<file path="src/rtl/iob_sp_ram_be_ctrl_pkg.sv">
// Shared definitions for the byte-enable single-port RAM request controller.
//   state_e      : controller FSM encoding (INIT / CLEAR / RUN, 2 bits)
//   calc_data_w  : data word width from column count and column width
package iob_sp_ram_be_ctrl_pkg;

    localparam int unsigned StateWidth = 2;

    typedef enum logic [StateWidth-1:0] {
        StInit  = 2'd0,
        StClear = 2'd1,
        StRun   = 2'd2
    } state_e;

    // One data word is NUM_COL byte columns laid side by side.
    function automatic int unsigned calc_data_w(input int unsigned num_col,
                                                input int unsigned col_width);
        return num_col * col_width;
    endfunction

endpackage

</file>
<file path="src/rtl/iob_sp_ram_be_ctrl.sv">
// Request-side controller for a read-first, 1-cycle-latency byte-enable single-port RAM.
// Turns a valid/ready request stream into RAM en/we/addr/din strobes, returns one response
// per request (rdata straight from ram_dout, i.e. the pre-write word for writes) and zero-fills
// the whole RAM after reset (INIT_CLEAR=1) or on a clear_req pulse.
//
// Ports
//   clk, rst_n            : clock (posedge), asynchronous active-low reset
//   clear_req             : pulse requesting a zero-fill; honoured only in RUN
//   req_valid/req_ready   : request handshake; req_addr/req_wdata/req_wstrb (wstrb=0 is a read)
//   resp_valid/resp_ready : response handshake; resp_rdata mirrors ram_dout
//   busy                  : high while initialising or clearing
//   ram_en/we/addr/din    : strobes to the RAM; ram_dout is its read data
module iob_sp_ram_be_ctrl
    import iob_sp_ram_be_ctrl_pkg::*;
#(
    parameter int unsigned NUM_COL    = 4,
    parameter int unsigned COL_WIDTH  = 8,
    parameter int unsigned ADDR_WIDTH = 10,
    parameter bit          INIT_CLEAR = 1'b1,
    localparam int unsigned DATA_W    = calc_data_w(NUM_COL, COL_WIDTH)
) (
    input  logic                  clk,
    input  logic                  rst_n,
    input  logic                  clear_req,
    input  logic                  req_valid,
    output logic                  req_ready,
    input  logic [ADDR_WIDTH-1:0] req_addr,
    input  logic [DATA_W-1:0]     req_wdata,
    input  logic [NUM_COL-1:0]    req_wstrb,
    output logic                  resp_valid,
    input  logic                  resp_ready,
    output logic [DATA_W-1:0]     resp_rdata,
    output logic                  busy,
    output logic                  ram_en,
    output logic [NUM_COL-1:0]    ram_we,
    output logic [ADDR_WIDTH-1:0] ram_addr,
    output logic [DATA_W-1:0]     ram_din,
    input  logic [DATA_W-1:0]     ram_dout
);

    state_e                state_q, state_d;
    logic [ADDR_WIDTH-1:0] clr_cnt_q, clr_cnt_d;
    logic                  pend_q, pend_d;
    logic                  clr_pend_q, clr_pend_d;

    logic                  accept;
    logic                  drain_ok;

    // A pending response is either absent or being consumed this cycle.
    assign drain_ok = !pend_q || resp_ready;

    always_comb begin
        state_d    = state_q;
        clr_cnt_d  = clr_cnt_q;
        pend_d     = pend_q;
        clr_pend_d = clr_pend_q;
        req_ready  = 1'b0;
        accept     = 1'b0;
        ram_en     = 1'b0;
        ram_we     = '0;
        ram_addr   = '0;
        ram_din    = '0;

        unique case (state_q)
            StInit: begin
                state_d = INIT_CLEAR ? StClear : StRun;
            end

            StClear: begin
                ram_en    = 1'b1;
                ram_we    = '1;
                ram_addr  = clr_cnt_q;
                clr_cnt_d = clr_cnt_q + 1'b1;  // wraps to 0 after the last word
                if (clr_cnt_q == '1) begin
                    state_d = StRun;
                end
            end

            StRun: begin
                req_ready = !clr_pend_q && drain_ok;
                accept    = req_valid && req_ready;

                if (accept) begin
                    ram_en   = 1'b1;
                    ram_we   = req_wstrb;
                    ram_addr = req_addr;
                    ram_din  = req_wdata;
                    pend_d   = 1'b1;
                end else if (resp_ready) begin
                    pend_d = 1'b0;
                end

                // Registered so a request accepted alongside clear_req still completes first.
                if (clear_req) begin
                    clr_pend_d = 1'b1;
                end

                // Enter CLEAR only once the outstanding response has been (or is being) taken.
                if (clr_pend_q && drain_ok) begin
                    clr_pend_d = 1'b0;
                    pend_d     = 1'b0;
                    state_d    = StClear;
                end
            end

            default: begin
                state_d = StInit;
            end
        endcase
    end

    always_ff @(posedge clk or negedge rst_n) begin
        if (!rst_n) begin
            state_q    <= StInit;
            clr_cnt_q  <= '0;
            pend_q     <= 1'b0;
            clr_pend_q <= 1'b0;
        end else begin
            state_q    <= state_d;
            clr_cnt_q  <= clr_cnt_d;
            pend_q     <= pend_d;
            clr_pend_q <= clr_pend_d;
        end
    end

    assign resp_valid = pend_q;
    assign resp_rdata = ram_dout;
    assign busy       = (state_q != StRun);

endmodule
</file>
<file path="config.mk">
export PLATFORM = sky130hd
export DESIGN_NAME = iob_sp_ram_be_ctrl
export DESIGN_NICKNAME = d
export VERILOG_FILES = /design/src/rtl/iob_sp_ram_be_ctrl_pkg.sv /design/src/rtl/iob_sp_ram_be_ctrl.sv
export SDC_FILE = /design/constraint.sdc
export NUM_CORES = 1
export LEC_CHECK = 0
export CAP_MARGIN = 20
export CELL_PAD_IN_SITES_DETAIL_PLACEMENT = 2
export CELL_PAD_IN_SITES_GLOBAL_PLACEMENT = 2
export CORE_MARGIN = 4
export CORE_UTILIZATION = 11
export DETAILED_ROUTE_END_ITERATION = 8
export PLACE_DENSITY_LB_ADDON = 0.1
export REMOVE_ABC_BUFFERS = 1
export SLEW_MARGIN = 20
export SYNTH_ARGS = -nofsm -noshare
export SYNTH_HDL_FRONTEND = slang
export SYNTH_SLANG_ARGS = --single-unit
</file>
<file path="constraint.sdc">
create_clock -name clk -period 1.95 [get_ports clk]
set_clock_uncertainty 0.15 [all_clocks]
set_input_delay 0.39 -clock clk [delete_from_list [all_inputs] [get_ports clk]]
set_output_delay 0.39 -clock clk [all_outputs]
set_load 0.03 [all_outputs]
</file>
==> key figures <==
Route
  – DRC: 0
  – Post-DRT Antenna Nets: 0
  – Vias: 1,529
  – Final wirelength: 7530 µm
  – Per-cell routed wire length: 17.7 µm
  – Pre-antenna DRT Iters: 2
  – DR iter-0 viols: 24
  – Vias per std cell: 3.60

Clock network
  – H-Tree Level Count: 1
  – CTS sink count: 14
  – Clk slew on worst S/H paths: 0.05 ns
  – CTS tree: yes
  – Root Driver: clkbuf_16
  – TritonCTS buffer count: 3
  – Clock latency on the worst-skew pair: 0.25 ns
  – Clock buffer depth: 2

Floorplan
  – Die Ht: 119 µm
  – Initial Util: 11.2%
  – Horiz. Die Dim: 119 µm
  – Num ports: 165
  – Standard-cell row count: 40
  – Full die area: 14,200 µm²
  – Core area: 12,100 µm²

Worst setup path
  – Critical path data required time: 1.41 ns
  – Peak fanout along the critical path: 10
  – Data arrival time of the worst path: 1.74 ns
  – Worst setup EP type: primary output
  – Startpoint type of the worst setup path: flip-flop
  – Setup CP Type: reg -> out

Logic synthesis
  – Distinct cell type count after synthesis: 27
  – Yosys top cell by area: dfrtp_1
  – Seq cells post-synth: 14
  – Syn Inst Count: 162
  – Seq/Total Area, Yosys: 25.8%
  – Synthesized area: 1360 µm²
  – Synth area leaders: dfrtp_1 26%, buf_4 18%, and2_1 15%
  – Ys flop type: dfrtp_1
  – Yosys warns: 0
  – Share of the synthesized area in the top cell type: 25.8%
  – EDFF count, synth: 0
  – Ys async rst share: 100%
  – Avg Synthesized Cell Area: 8.37 µm²

Placement
  – Placed Instances: 415
  – Routability cong.: 0.628
  – Port buffer count: 100
  – Hpwl dp: 5780 µm
  – Pre-CTS setup slack: -0.533 ns

Timing
  – Tmin final: 2.28 ns
  – Final Setup Violations: 47
  – Final worst slack: -0.327 ns
  – Relative slew slack: 79.6%
  – Slew Viols, Final: 0
  – Final Hold Vio Count: 0
  – Tcrit/Tclk final: 117%
  – Worst Max-Slew Pin Slew: 0.307 ns
  – RSZ-0062 raised after global routing: yes
  – Max frequency: 439 MHz
  – Final TNS setup: -13.20 ns

Cells and area
  – Fin cells: 425
  – Commonest non-fill, non-tap cell in the layout: clkdlybuf4s50_1
  – # diodes: 0
  – Ratio of cells with drive above 1 in the final layout: 54.9%
  – Most frequent cells in the layout: 48 x clkdlybuf4s50_1, 37 x buf_6, 29 x buf_4
  – Nets: 347
  – Fillers: 1,336
  – P&R area growth vs syn: 123%
  – Area of the multi-input gates: 917 µm²
  – Reg area: 350 µm²

Global route
  – Initial antenna violation count: 0
  – GR Util All Layers: 10.2%
  – Final global-route overflow total: 0
  – Vias in the first global route: 1,686
  – Largest net degree at the start of global routing: 22
  – First-pass GRT wire length: 11,000 µm

Flow run
  – Max Cap Viol: 0

Power
  – Power per cell area: 280 nW/µm²
  – Total power: 849 µW
  – Leakage power total: 1.31 nW
  – Peak supply drop: 228 µV

Outcome
  – Failing checks: negative setup slack
  – Status: finished with violations

Min path
  – Hold WC Path Type: in -> async
## flip-flops by register name (all words and copies together) (netlist names)
name,count
clr_cnt_q,10
resp_valid,1
clr_pend_q,1
state_q,2
## layer usage
layer	up-vias	global-route usage, %	routed length [µm]
met5	-	1.47	0
met1	715	12.9	3250
met2	124	14.9	3150
met3	4	6.27	1080
li1	686	-	-
met4	0	1.74	43
## Yosys cell counts, types with 4 or more instances
cell,count
nor2_1,4
clkbuf_1,6
nand2_1,6
xor2_1,4
nor2b_1,14
ha_1,6
a22oi_1,10
xnor2_1,5
buf_4,32
inv_1,5
and2_1,32
a21oi_1,6
dfrtp_1,14
## logic make-up after synthesis
logic type	after synthesis	synth area share, %
adder cells (fa/ha/maj)	6	5.53
AND/OR/NAND/NOR	63	27.6
XOR/XNOR	9	5.81
flip-flops	14	25.8
AO/OA/AOI/OAI	22	11.1
multiplexers	3	2.67
buffers and inverters	45	21.5
## metrics by stage
| stage | hold WS, ns | area [µm²] | util [%] |
|---|---|---|---|
| 5_1_grt | 0.352 | 3030 | 25.1 |
| 3_5_place_dp | 0.361 | 2460 | 20.4 |
| 4_1_cts | 0.339 | 2940 | 24.4 |
| 2_1_floorplan | -0.0556 | 1080 | - |
| 3_3_place_gp | 0.349 | 2460 | 20.4 |
| 6_report | 0.322 | 3030 | 25.1 |
## path summary, 6_finish.rpt
check | start | end | slack, ns | cells after the start
max | state_q[0] | ram_din[5] | -0.33 | 7
min | rst_n | clr_cnt_q[0] | 0.32 | 2
max reg2reg | state_q[1] | clr_cnt_q[7] | 0.06 | 9
min reg2reg | clr_cnt_q[8] | clr_cnt_q[8] | 0.37 | 1
max in group asynchronous | rst_n | clr_cnt_q[7] | 1.14 | 2
min in group clk | clr_cnt_q[8] | clr_cnt_q[8] | 0.37 | 1
## area by class of cell
cell class,count,area share (%)
Sequential cell,14,11.6
Clock buffer,4,2.93
Tap cell,168,6.94
Multi-Input combinational cell,103,30.3
Timing Repair Buffer,131,47.6
Inverter,5,0.702
## critical path, stage by stage, from the launching register on
cell and delay [ns]:
dfrtp_1 0.38, inv_2 0.09, ha_4 0.13, and4b_4 0.30, buf_12 0.16, clkbuf_16 0.15, and2_1 0.14, buf_6 0.13
## where the power goes
part           switching (mW)  internal, mW
registers                   0         0.291
clock network           0.133         0.312
logic                  0.0255        0.0883
## what timing repair did
action,in CTS,in global routing
pin swaps,18,12
hold buffers,0,0
cloned,3,1
setup endpoints to repair,52,55
resized for setup,78,27
setup buffers,4,3
Note: power is estimated with default switching activity, not from simulation.
